<file path="src/rtl/update_dispatch_if.sv">
// ---------------------------------------------------------------------------
// update_dispatch_if
//
// Bundles the stream-side signals of the update dispatcher:
//   src_q / src_empty / src_rdreq      show-ahead input streams, one slot of
//                                      W = KEY_WIDTH+MSG_WIDTH bits per source
//   lane_q / lane_empty / lane_rdreq   show-ahead per-lane FIFO heads
//   ext_fifo_data / ext_fifo_wrreq /   write port of the external transmit
//   ext_fifo_full                      FIFO for foreign keys
//
// Modports:
//   master : environment side (drives sources, pops lanes, reports ext full)
//   slave  : dispatcher side
// ---------------------------------------------------------------------------
interface update_dispatch_if #(
    parameter int NUM_SRC   = 2,
    parameter int NUM_LANES = 4,
    parameter int KEY_WIDTH = 32,
    parameter int MSG_WIDTH = 32
);
    localparam int W = KEY_WIDTH + MSG_WIDTH;

    logic [NUM_SRC*W-1:0]   src_q;
    logic [NUM_SRC-1:0]     src_empty;
    logic [NUM_SRC-1:0]     src_rdreq;

    logic [NUM_LANES*W-1:0] lane_q;
    logic [NUM_LANES-1:0]   lane_empty;
    logic [NUM_LANES-1:0]   lane_rdreq;

    logic [W-1:0]           ext_fifo_data;
    logic                   ext_fifo_wrreq;
    logic                   ext_fifo_full;

    modport master (
        output src_q, src_empty, lane_rdreq, ext_fifo_full,
        input  src_rdreq, lane_q, lane_empty, ext_fifo_data, ext_fifo_wrreq
    );

    modport slave (
        input  src_q, src_empty, lane_rdreq, ext_fifo_full,
        output src_rdreq, lane_q, lane_empty, ext_fifo_data, ext_fifo_wrreq
    );
endinterface

</file>
<file path="src/rtl/update_dispatch.sv">
// ---------------------------------------------------------------------------
// update_dispatch
//
// Merges NUM_SRC {key,msg} update streams into one round-robin arbitrated
// flow. Keys owned by this worker are routed to one of NUM_LANES show-ahead
// lane FIFOs; foreign keys are forwarded to the external transmit FIFO.
// A source is only popped when its target is guaranteed room, so the lane
// FIFOs can never overflow and the external FIFO is never written when full.
//
// Ports:
//   clk                   single clock, rising edge
//   reset                 synchronous, active-high
//   bus                   update_dispatch_if.slave (sources, lanes, ext FIFO)
//   log_2_num_workers_in  log2 of worker count, bits [4:0] used
//   shard_id              this worker's shard
//   idle                  registered: sources empty, stage empty, lanes empty
//
// Optional feature (macro DISPATCH_STATS_EN):
//   stats_clear           synchronous clear of all write counters
//   lane_stat_count       NUM_LANES x 32-bit per-lane write counters
//   ext_stat_count        32-bit external write counter
// ---------------------------------------------------------------------------
module update_dispatch #(
    parameter int NUM_SRC         = 2,
    parameter int NUM_LANES       = 4,
    parameter int LANE_FIFO_DEPTH = 16,
    parameter int KEY_WIDTH       = 32,
    parameter int MSG_WIDTH       = 32
) (
    input  logic        clk,
    input  logic        reset,
    update_dispatch_if.slave bus,
    input  logic [31:0] log_2_num_workers_in,
    input  logic [31:0] shard_id,
    output logic        idle
`ifdef DISPATCH_STATS_EN
    ,
    input  logic                    stats_clear,
    output logic [NUM_LANES*32-1:0] lane_stat_count,
    output logic [31:0]             ext_stat_count
`endif
);

    localparam int W      = KEY_WIDTH + MSG_WIDTH;
    localparam int LANE_W = (NUM_LANES > 1) ? $clog2(NUM_LANES) : 1;
    localparam int PTR_W  = $clog2(LANE_FIFO_DEPTH);
    localparam int CNT_W  = PTR_W + 1;
    localparam int RR_W   = (NUM_SRC > 1) ? $clog2(NUM_SRC) : 1;

    // -----------------------------------------------------------------------
    // Key classification
    // -----------------------------------------------------------------------
    logic [4:0]           shift;
    logic [KEY_WIDTH-1:0] own_mask;
    logic [KEY_WIDTH-1:0] shard_k;
    logic [26:0]          unused_log2_bits;

    assign shift            = log_2_num_workers_in[4:0];
    assign unused_log2_bits = log_2_num_workers_in[31:5];
    // Low 'shift' bits of the key select the worker.
    assign own_mask         = ~({KEY_WIDTH{1'b1}} << shift);
    assign shard_k          = KEY_WIDTH'(shard_id);

    function automatic logic [LANE_W-1:0] lane_of(input logic [KEY_WIDTH-1:0] key,
                                                  input logic [4:0] sh);
        if (NUM_LANES == 1) return '0;
        return LANE_W'(key >> sh);
    endfunction

    // -----------------------------------------------------------------------
    // State declarations
    // -----------------------------------------------------------------------
    logic              stage_valid;
    logic              stage_ext;
    logic [LANE_W-1:0] stage_lane;
    logic [W-1:0]      stage_data;
    logic [RR_W-1:0]   rr;

    logic [W-1:0]       lane_mem   [NUM_LANES][LANE_FIFO_DEPTH];
    logic [PTR_W-1:0]   wr_ptr     [NUM_LANES];
    logic [PTR_W-1:0]   rd_ptr     [NUM_LANES];
    logic [CNT_W-1:0]   lane_count [NUM_LANES];
    logic [NUM_LANES-1:0] lane_wr;
    logic [NUM_LANES-1:0] lane_rd;
    logic [NUM_LANES-1:0] lane_empty_w;
    logic [NUM_LANES-1:0] lane_room;
    logic                 ext_room;

    // -----------------------------------------------------------------------
    // Room checks: the staged entry has not landed yet, so it is counted
    // against its target as if it already had.
    // -----------------------------------------------------------------------
    always_comb begin
        // NOTE: every always_comb output gets a default first so no path can
        // leave it unassigned and infer a latch.
        lane_room = '0;
        for (int l = 0; l < NUM_LANES; l++) begin
            lane_room[l] = (int'(lane_count[l]) +
                            int'(stage_valid && !stage_ext && stage_lane == LANE_W'(l)))
                           < LANE_FIFO_DEPTH;
        end
    end

    assign ext_room = !bus.ext_fifo_full && !(stage_valid && stage_ext);

    // -----------------------------------------------------------------------
    // Per-source decode and eligibility
    // -----------------------------------------------------------------------
    logic [W-1:0]         src_entry [NUM_SRC];
    logic [KEY_WIDTH-1:0] src_key   [NUM_SRC];
    logic [LANE_W-1:0]    src_lane  [NUM_SRC];
    logic [NUM_SRC-1:0]   src_owned;
    logic [NUM_SRC-1:0]   src_eligible;

    always_comb begin
        src_owned    = '0;
        src_eligible = '0;
        for (int i = 0; i < NUM_SRC; i++) begin
            src_entry[i] = bus.src_q[i*W +: W];
            src_key[i]   = src_entry[i][W-1:MSG_WIDTH];
            src_lane[i]  = lane_of(src_key[i], shift);
            src_owned[i] = (shift == 5'd0) ||
                           ((src_key[i] & own_mask) == (shard_k & own_mask));
            if (src_owned[i])
                src_eligible[i] = !bus.src_empty[i] && lane_room[src_lane[i]];
            else
                src_eligible[i] = !bus.src_empty[i] && ext_room;
        end
    end

    // -----------------------------------------------------------------------
    // Round-robin arbitration: first eligible source at index >= rr, wrapping
    // -----------------------------------------------------------------------
    logic            grant_valid;
    logic [RR_W-1:0] grant_idx;
    int              arb_idx;

    always_comb begin
        grant_valid = 1'b0;
        grant_idx   = '0;
        arb_idx     = 0;
        for (int k = 0; k < NUM_SRC; k++) begin
            arb_idx = int'(rr) + k;
            if (arb_idx >= NUM_SRC) arb_idx = arb_idx - NUM_SRC;
            if (!grant_valid && src_eligible[arb_idx]) begin
                grant_valid = 1'b1;
                grant_idx   = RR_W'(arb_idx);
            end
        end
        // No pops while reset is held; the popped entry would be discarded.
        if (reset) grant_valid = 1'b0;
    end

    always_comb begin
        bus.src_rdreq = '0;
        if (grant_valid) bus.src_rdreq[grant_idx] = 1'b1;
    end

    // -----------------------------------------------------------------------
    // Stage register and round-robin pointer
    // -----------------------------------------------------------------------
    always_ff @(posedge clk) begin
        // NOTE: sequential state uses non-blocking assignments so every
        // register samples the pre-edge values of the others.
        if (reset) begin
            stage_valid <= 1'b0;
            stage_ext   <= 1'b0;
            stage_lane  <= '0;
            stage_data  <= '0;
            rr          <= '0;
        end else begin
            stage_valid <= grant_valid;
            if (grant_valid) begin
                stage_ext  <= !src_owned[grant_idx];
                stage_lane <= src_lane[grant_idx];
                stage_data <= src_entry[grant_idx];
                rr         <= (grant_idx == RR_W'(NUM_SRC - 1)) ? '0 : grant_idx + RR_W'(1);
            end
        end
    end

    assign bus.ext_fifo_wrreq = stage_valid && stage_ext;
    assign bus.ext_fifo_data  = stage_data;

    // -----------------------------------------------------------------------
    // Lane FIFOs
    // -----------------------------------------------------------------------
    always_comb begin
        lane_wr      = '0;
        lane_rd      = '0;
        lane_empty_w = '0;
        for (int l = 0; l < NUM_LANES; l++) begin
            lane_wr[l]      = stage_valid && !stage_ext && stage_lane == LANE_W'(l);
            lane_empty_w[l] = (lane_count[l] == '0);
            lane_rd[l]      = bus.lane_rdreq[l] && !lane_empty_w[l];
        end
    end

    // NOTE: the storage array has no reset; emptiness is tracked by the
    // counts, so stale contents are never observed and the array can map to
    // plain RAM.
    always_ff @(posedge clk) begin
        for (int l = 0; l < NUM_LANES; l++) begin
            if (lane_wr[l]) lane_mem[l][wr_ptr[l]] <= stage_data;
        end
    end

    always_ff @(posedge clk) begin
        if (reset) begin
            for (int l = 0; l < NUM_LANES; l++) begin
                wr_ptr[l]     <= '0;
                rd_ptr[l]     <= '0;
                lane_count[l] <= '0;
            end
        end else begin
            for (int l = 0; l < NUM_LANES; l++) begin
                if (lane_wr[l]) wr_ptr[l] <= wr_ptr[l] + PTR_W'(1);
                if (lane_rd[l]) rd_ptr[l] <= rd_ptr[l] + PTR_W'(1);
                case ({lane_wr[l], lane_rd[l]})
                    2'b10:   lane_count[l] <= lane_count[l] + CNT_W'(1);
                    2'b01:   lane_count[l] <= lane_count[l] - CNT_W'(1);
                    default: lane_count[l] <= lane_count[l];
                endcase
            end
        end
    end

    always_comb begin
        bus.lane_q = '0;
        for (int l = 0; l < NUM_LANES; l++) begin
            if (!lane_empty_w[l]) bus.lane_q[l*W +: W] = lane_mem[l][rd_ptr[l]];
        end
    end

    assign bus.lane_empty = lane_empty_w;

    // -----------------------------------------------------------------------
    // Idle flag
    // -----------------------------------------------------------------------
    always_ff @(posedge clk) begin
        if (reset) idle <= 1'b0;
        else       idle <= (&bus.src_empty) && !stage_valid && (&lane_empty_w);
    end

`ifdef DISPATCH_STATS_EN
    // -----------------------------------------------------------------------
    // Write counters; clear wins over a coincident write.
    // -----------------------------------------------------------------------
    logic [31:0] lane_stat [NUM_LANES];
    logic [31:0] ext_stat;

    always_ff @(posedge clk) begin
        if (reset || stats_clear) begin
            for (int l = 0; l < NUM_LANES; l++) lane_stat[l] <= '0;
            ext_stat <= '0;
        end else begin
            for (int l = 0; l < NUM_LANES; l++) begin
                if (lane_wr[l]) lane_stat[l] <= lane_stat[l] + 32'd1;
            end
            if (bus.ext_fifo_wrreq) ext_stat <= ext_stat + 32'd1;
        end
    end

    always_comb begin
        lane_stat_count = '0;
        for (int l = 0; l < NUM_LANES; l++) lane_stat_count[l*32 +: 32] = lane_stat[l];
    end

    assign ext_stat_count = ext_stat;
`endif

endmodule

</file>
<file path="src/flat_wrapper.sv">
// flat-port wrapper written by rule: the top's interface ports become plain ports
module update_dispatch_flat 
#(
    parameter int NUM_SRC         = 2,
    parameter int NUM_LANES       = 4,
    parameter int LANE_FIFO_DEPTH = 16,
    parameter int KEY_WIDTH       = 32,
    parameter int MSG_WIDTH       = 32
)
  (clk, reset, log_2_num_workers_in, shard_id, idle, bus_src_q, bus_src_empty, bus_lane_rdreq, bus_ext_fifo_full, bus_src_rdreq, bus_lane_q, bus_lane_empty, bus_ext_fifo_data, bus_ext_fifo_wrreq);
  update_dispatch_if #(.NUM_SRC(NUM_SRC), .NUM_LANES(NUM_LANES), .KEY_WIDTH(KEY_WIDTH), .MSG_WIDTH(MSG_WIDTH)) bus_i ();
  input  logic clk;
  input  logic reset;
  input  logic [31:0] log_2_num_workers_in;
  input  logic [31:0] shard_id;
  output logic idle;
  input wire logic [$bits(bus_i.src_q)-1:0] bus_src_q;
  input wire logic [$bits(bus_i.src_empty)-1:0] bus_src_empty;
  input wire logic [$bits(bus_i.lane_rdreq)-1:0] bus_lane_rdreq;
  input wire logic [$bits(bus_i.ext_fifo_full)-1:0] bus_ext_fifo_full;
  output wire logic [$bits(bus_i.src_rdreq)-1:0] bus_src_rdreq;
  output wire logic [$bits(bus_i.lane_q)-1:0] bus_lane_q;
  output wire logic [$bits(bus_i.lane_empty)-1:0] bus_lane_empty;
  output wire logic [$bits(bus_i.ext_fifo_data)-1:0] bus_ext_fifo_data;
  output wire logic [$bits(bus_i.ext_fifo_wrreq)-1:0] bus_ext_fifo_wrreq;
  assign bus_i.src_q = bus_src_q;
  assign bus_i.src_empty = bus_src_empty;
  assign bus_i.lane_rdreq = bus_lane_rdreq;
  assign bus_i.ext_fifo_full = bus_ext_fifo_full;
  assign bus_src_rdreq = bus_i.src_rdreq;
  assign bus_lane_q = bus_i.lane_q;
  assign bus_lane_empty = bus_i.lane_empty;
  assign bus_ext_fifo_data = bus_i.ext_fifo_data;
  assign bus_ext_fifo_wrreq = bus_i.ext_fifo_wrreq;
  update_dispatch #(.NUM_SRC(NUM_SRC), .NUM_LANES(NUM_LANES), .LANE_FIFO_DEPTH(LANE_FIFO_DEPTH), .KEY_WIDTH(KEY_WIDTH), .MSG_WIDTH(MSG_WIDTH)) u_core (.clk(clk), .reset(reset), .bus(bus_i), .log_2_num_workers_in(log_2_num_workers_in), .shard_id(shard_id), .idle(idle));
endmodule
</file>
<file path="config.mk">
export PLATFORM = sky130hd
export DESIGN_NAME = update_dispatch_flat
export DESIGN_NICKNAME = d
export VERILOG_FILES = /design/src/rtl/update_dispatch_if.sv /design/src/rtl/update_dispatch.sv /design/src/flat_wrapper.sv
export SDC_FILE = /design/constraint.sdc
export NUM_CORES = 2
export LEC_CHECK = 0
export BUFFER_PORTS_ARGS = -buffer_cell sky130_fd_sc_hd__buf_2
export CORE_MARGIN = 2
export CORE_UTILIZATION = 62
export DETAILED_ROUTE_END_ITERATION = 8
export GPL_ROUTABILITY_DRIVEN = 0
export PLACE_DENSITY_LB_ADDON = 0.08
export SYNTH_ARGS = -nofsm -noshare
export SYNTH_HDL_FRONTEND = slang
export SYNTH_MEMORY_MAX_BITS = 65536
export SYNTH_SLANG_ARGS = --single-unit
</file>
<file path="constraint.sdc">
create_clock -name clk -period 9 [get_ports clk]
set_input_delay 1.35 -clock clk [delete_from_list [all_inputs] [get_ports clk]]
set_output_delay 1.35 -clock clk [all_outputs]
set_load 0.01 [all_outputs]
</file>
[Word level (Yosys, flattened, before mapping)]
Memories as Yosys holds them, arrays and structs flattened.
Index checks and enable logic that the tools add are counted.
Storage, ports and cells
  flip-flop bits (word level): 70
  bits in writable memories: 4148
  input port bits: 201
  output and inout port bits: 328
  logic and storage cells: 310
  memories: 4
Operators by class
  $add $sub $neg: 24
  magnitude comparators: 25
  equal/unequal tests: 13
  shift operators: 3
  muxes and demuxes: 150
  bitwise gates (word level): 33
  reduce and logical (&&, ||, !) cells: 52
Memory list
  u_core.lane_mem: depth 4, bits a word 1024, read ports 4, clocked after memory_dff 0, wr ports 1, RTL line update_dispatch.sv:79  | logic [W-1:0] lane_mem [NUM_LANES][LANE_FIFO_DEPTH];
  u_core.lane_count: depth 4, bits a word 5, read ports 4, clocked after memory_dff 0, wr ports 4, RTL line update_dispatch.sv:82  | logic [CNT_W-1:0] lane_count [NUM_LANES];
  u_core.rd_ptr: depth 4, bits a word 4, read ports 4, clocked after memory_dff 0, wr ports 4, RTL line update_dispatch.sv:81  | logic [PTR_W-1:0] rd_ptr [NUM_LANES];
  u_core.wr_ptr: depth 4, bits a word 4, read ports 4, clocked after memory_dff 0, wr ports 4, RTL line update_dispatch.sv:80  | logic [PTR_W-1:0] wr_ptr [NUM_LANES];
Operators with widths (count)
  $mux 1024: 10
  $reduce_or 1024->1: 3
  $mux 64: 19
  $bmux 64 s4: 4
  $demux 64 s4: 4
  $lt 32x6->1 const B: 4
  $and 32x32->32: 3
  $mux 1: 81
  $eq 32x32->1: 2
  $lt 32x3->1 const B: 2
  $mux 32: 2
  $shr 32x5->2: 2
  $mux 5: 12
  $ge 5x5->1 const B: 8
  $not 4->5: 8
  $add 4x1->4 const B: 8
  $ge 32x3->1 const B: 1
  $mux 4: 8
  $not 32->32: 1
  $shl 32x5->32 const A: 1
  $sub 32x3->32 const B: 1
  $logic_not 5->1: 5
  $add 5x1->6: 4
  $logic_and 1x1->1: 23
  other kinds (24): 84

[Longest topological paths before layout]
  word-level depth: 21
  gate-level depth with buffers: 15
  mapped depth without buffers: 13

[Worst setup path after synthesis]
OpenSTA, ideal clock, no wires.
  kind: register to register
  start point: register u_core.stage_lane[1]
  end point: memory u_core.lane_mem[0][768] (netlist name), enable pin
  library setup time: 0.565 ns
  data arrival time: 5.653 ns
  required time: 8.435 ns
  setup slack: 2.782 ns
  cell stages (with the launch flop): 5
  buffers on the path: 0
  period minus slack after synthesis: 6.218 ns
  cell sequence: dfxtp_1 or4b_2 inv_1 nand2_1 nor3_1
On the way
  longest elaborated chain between the ends: 8
  elaborated cells on any way between the ends: 25
  those cells by class: 3 x eq/ne; 14 x mux; 8 x reduce/logical
RTL lines
  start: declaration: RTL line update_dispatch.sv:75  | logic [LANE_W-1:0] stage_lane;
  start signal: assignment: RTL line update_dispatch.sv:175  | stage_lane <= src_lane[grant_idx];
  $eq 2x1->1: RTL line update_dispatch.sv:193  | lane_wr[l] = stage_valid && !stage_ext && stage_lane == LANE_W'(l);
  $logic_and 1x1->1: RTL line update_dispatch.sv:193
  $mux 1: RTL line update_dispatch.sv:204  | if (lane_wr[l]) lane_mem[l][wr_ptr[l]] <= stage_data;
  $mux 1024 (not written as such): RTL line update_dispatch.sv:204
  $reduce_or 1024->1 (no line)
  $mux 2 (no line) / $mux 1024 (equally long branches) (3 in series)
  end: declaration: RTL line update_dispatch.sv:79
Parallel ways exist; a longest one is shown, timed or not.

[Final worst setup path]
  start point: input port log_2_num_workers_in[0]
  end point: output port bus_src_rdreq[0]
On the way
  longest elaborated chain between the ends: 18
  elaborated cells on any way between the ends: 39
  those cells by class: 2 x order compare; 2 x eq/ne; 3 x shift; 20 x mux; 4 x bitwise; 8 x reduce/logical
RTL lines
  start: declaration: RTL line flat_wrapper.sv:14  | input logic [31:0] log_2_num_workers_in;
  $shl 32x5->32: RTL line update_dispatch.sv:61  | assign own_mask = ~({KEY_WIDTH{1'b1}} << shift);
  $not 32->32: RTL line update_dispatch.sv:61
  $and 32x32->32: RTL line update_dispatch.sv:123  | ((src_key[i] & own_mask) == (shard_k & own_mask));
  $eq 32x32->1: RTL line update_dispatch.sv:123
  $logic_or 1x1->1: RTL line update_dispatch.sv:122  | src_owned[i] = (shift == 5'd0) ||
  $mux 1: RTL line update_dispatch.sv:124  | if (src_owned[i])
  $mux 1 (not written as such) (3 in series): RTL line update_dispatch.sv:145  | if (!grant_valid && src_eligible[arb_idx]) begin
  $mux 1: RTL line update_dispatch.sv:145
  $logic_not 1->1: RTL line update_dispatch.sv:145
  $logic_and 1x1->1: RTL line update_dispatch.sv:145
  $mux 1: RTL line update_dispatch.sv:145
  $lt 1x2->1 (not written as such) / $ge 1x1->1 (equally long branches): RTL line update_dispatch.sv:156  | if (grant_valid) bus.src_rdreq[grant_idx] = 1'b1;
  $logic_and 1x1->1 (not written as such): RTL line update_dispatch.sv:156
  $mux 1 (not written as such): RTL line update_dispatch.sv:156
  $demux 1 s1
  $mux 2 (*): RTL line update_dispatch.sv:156
  end: declaration: RTL line flat_wrapper.sv:21  | output wire logic [$bits(bus_i.src_rdreq)-1:0] bus_src_rdreq;
Every way passes the cells marked *; elsewhere a longest branch is shown, timed or not. The select of a mux whose other input is x is not followed.

==> run metrics <==
outcome completed; kind of critical path input port to output port; CP most frequent cell buf_2; CP startpoint log_2_num_workers_in[0]; total track usage 32.1%; RSZ-0062 raised after global routing no; Initial Util 62.3%; hold path start u_core.stage_ext; Power Dens Cells 239 mW/mm²; cell taking the most area after synthesis edfxtp_1; cts bufs inserted 421; pin count of the biggest net entering global routing 158; register area 0.126 mm²; Distinct cells, synth 83; Die X 518 µm; HP Class flip-flop to flip-flop; r2r startpoint u_core.stage_lane[1]; DRT Wirelength 429,000 µm; Clock Power Share 39.1%; fin nets 7,938; share of layout cells above drive strength 1 34.6%; Peak VDD IR 0.236 mV; CP Data Required Time 7.65 ns; setup tns final 0 ns; Layout Area Growth over Synthesis 13.2%; Post-Syn Area 0.164 mm²; crit-path max FO 37; routed vias 79,800; number of top-level pins 529; met3 WL 43,600 µm; Yosys top cell area share 76.1%; worst clock skew 0.0639 ns; post-detailed-route wirelength per cell 37.1 µm; synth warn 0; vias in the first global route 81,300; syn nets 7,152; final setup violation count 0; Internal 34.1 mW; register area share after synthesis 77.0%; post-CTS sizing 0; num rows 188; Max-cap violations 0; combinational power share 11.3%; slew margin rel. 17.0%; DRT iter0 DRCs 12,200; top cells by area, synth edfxtp_1, mux4_2, nor2b_1, dfxtp_1, clkbuf_1; drt first pass iters 6; Final Hold Vio Count 0; die footprint 0.268 mm²; Tcrit/Tclk final 76.5%; I/O Buffers 500; Hold Buf Count CTS 0; clock buffer depth 4; Mapped Cells 6,909; CP Data Arrival Time 5.53 ns; startpoint class of the critical path input port; critical path cell sequence buf_2 -> buf_4 -> mux4_2 -> a22o_1 -> a221o_1 -> and2_1 -> o221a_2 -> o32ai_1 -> o211a_4 -> buf_2; met1 WL 159,000 µm; commonest register cell after synthesis edfxtp_1; first-pass GRT wire length 601,000 µm; initial antenna violation count 46; placed wire-length estimate 228,000 µm; # H-tree levels 5; f_max 145 MHz; Min Hold Slack 0.530 ns; post-detailed-route count of antenna-violating nets 0; top-count cell post-synth edfxtp_1; Slew Viols, Final 0; Die Ht 518 µm; Buf/Inv on CP 3; Leak 59.2 nW; Seq pwr share 49.6%; DR top layer met5; Final min period 6.88 ns; core area 0.263 mm²; layout filler cell count 15,500; Worst-path clk slew 0.06 ns; most frequent cells after synthesis edfxtp_1, mux4_2, nor2b_1; delay of the slowest cell on the worst path 0.68 ns; Clock Sink Count 4,218; Via-to-Cell Ratio 6.91; #FFs+latches synth 4,218; Root Driver clkbuf_16; Clock Latency Late Sink 1.00 ns; met2 routed WL 207,000 µm; total power draw 44.3 mW; worst slew pin tran 1.24 ns; Switching Fraction 23.0%; asr flop ratio synth 0%; DRC 0; Post-Syn Area per Cell 23.7 µm²; Crit. End Element output port; switching power total 10.2 mW; Post-synth EDFFs 4,148; footprint of the multi-input gates 0.0365 mm²; post-layout util 70.5%; post-CTS setup buffers 0; CP delay by family, top compound AO/OA/AOI/OAI gates; global route overflow 0; slowest CP cell buf_2; TritonCTS clock tree done
==> cells in the final DEF, fill, tap and decap left out, types with 11 or more instances in the layout <==
cell type	synthesis	final
edfxtp_1	4148	4148
inv_1	37	37
nor2_4	0	52
xor2_1	63	63
buf_2	10	500
nand2b_1	12	12
nor2b_1	261	261
nand2_1	50	50
buf_4	3	228
mux2i_1	25	25
xnor2_1	26	26
nor3_1	34	18
bufinv_16	0	52
diode_2	0	12
clkbuf_16	0	427
a221oi_1	11	11
a221o_1	68	68
o21ai_0	27	27
a21oi_1	25	25
dfxtp_2	0	55
ha_1	39	39
buf_12	0	13
clkinv_2	0	78
nor2_1	104	52
clkbuf_1	236	75
nand3_1	20	20
nor3_2	0	16
mux4_2	1300	1300
and2_1	74	74
clkinv_1	1	90
==> cell type report <==
class                      instances  share of cell area, %
inverter                          38                 0.0771
clock buffer                     507                   5.96
multi-input combinational       2275                   19.7
tap                             3515                   2.38
antenna                           12                 0.0162
timing repair buffer             741                   2.42
clock inverter                   237                   1.34
sequential                      4218                   68.1
==> sequential cells by signal, summed over array words and instances (netlist names) <==
name	cells
u_core.stage_ext	1
u_core.idle	1
u_core.stage_lane	2
u_core.bus.ext_fifo_data	64
u_core.lane_count	20
u_core.lane_mem	4096
u_core.stage_valid	1
u_core.wr_ptr	16
u_core.rr	1
u_core.rd_ptr	16
==> per-layer routing <==
| metal | vias to the layer above | global-route usage [%] |
|---|---|---|
| met1 | 42900 | 45.9 |
| met2 | 5020 | 50.5 |
| met3 | 775 | 5.35 |
| li1 | 31100 | - |
| met4 | 8 | 13.1 |
| met5 | - | 0 |
==> worst register-to-register path: cells and delay by family (launching register included) <==
kind | cells | cell delay [ns]
buffers and inverters | 1 | 0.60
multiplexers | 1 | 0.25
flip-flops | 1 | 0.33
AO/OA/AOI/OAI | 5 | 1.83
AND/OR/NAND/NOR | 2 | 1.18
==> stage by stage <==
| stage | cell area, µm² | std cells | setup WS, ns |
|---|---|---|---|
| after floorplan | 164000 | 6909 | 2.78 |
| after global placement | 172000 | 10800 | 2.27 |
| after detailed placement | 172000 | 10800 | 2.20 |
| after CTS | 185000 | 11500 | 2.20 |
| after global routing | 185000 | 11500 | 2.01 |
| final | 185000 | 11500 | 2.12 |
==> power by group through the flow <==
stage / Combinational, mW / Clock (mW) / Sequential (mW)
floorplan: 2.94 / 0 / 22.5
global placement: 4.98 / 0 / 22.4
detailed placement: 5.04 / 0 / 22.4
CTS: 5.05 / 17.5 / 22.0
global route: 5.28 / 18.2 / 22.0
finish: 5.02 / 17.3 / 22.0
==> worst paths after layout <==
check	endpoint	slack, ns	depth (start not counted)
worst min register to register	u_core.stage_ext	0.53	2
worst min-delay path	u_core.stage_ext	0.53	2
worst max-delay path	bus_src_rdreq[0]	2.12	10
worst max register to register	u_core.bus.ext_fifo_data[48]	4.76	9
==> logic make-up (layout without fill, tap and decap cells) <==
kind of cell / count (synthesis) / after routing / synth area share (%)
compound gates: 208 / 208 / 1.03
other cells: 0 / 12 / 0
fa+ha+maj: 46 / 46 / 0.360
simple gates: 603 / 603 / 2.05
mux: 1329 / 1329 / 18.1
buf+inv: 416 / 1523 / 1.00
xor+xnor: 89 / 89 / 0.476
flops: 4218 / 4218 / 77.0
Power figures use the tool's default switching activity.
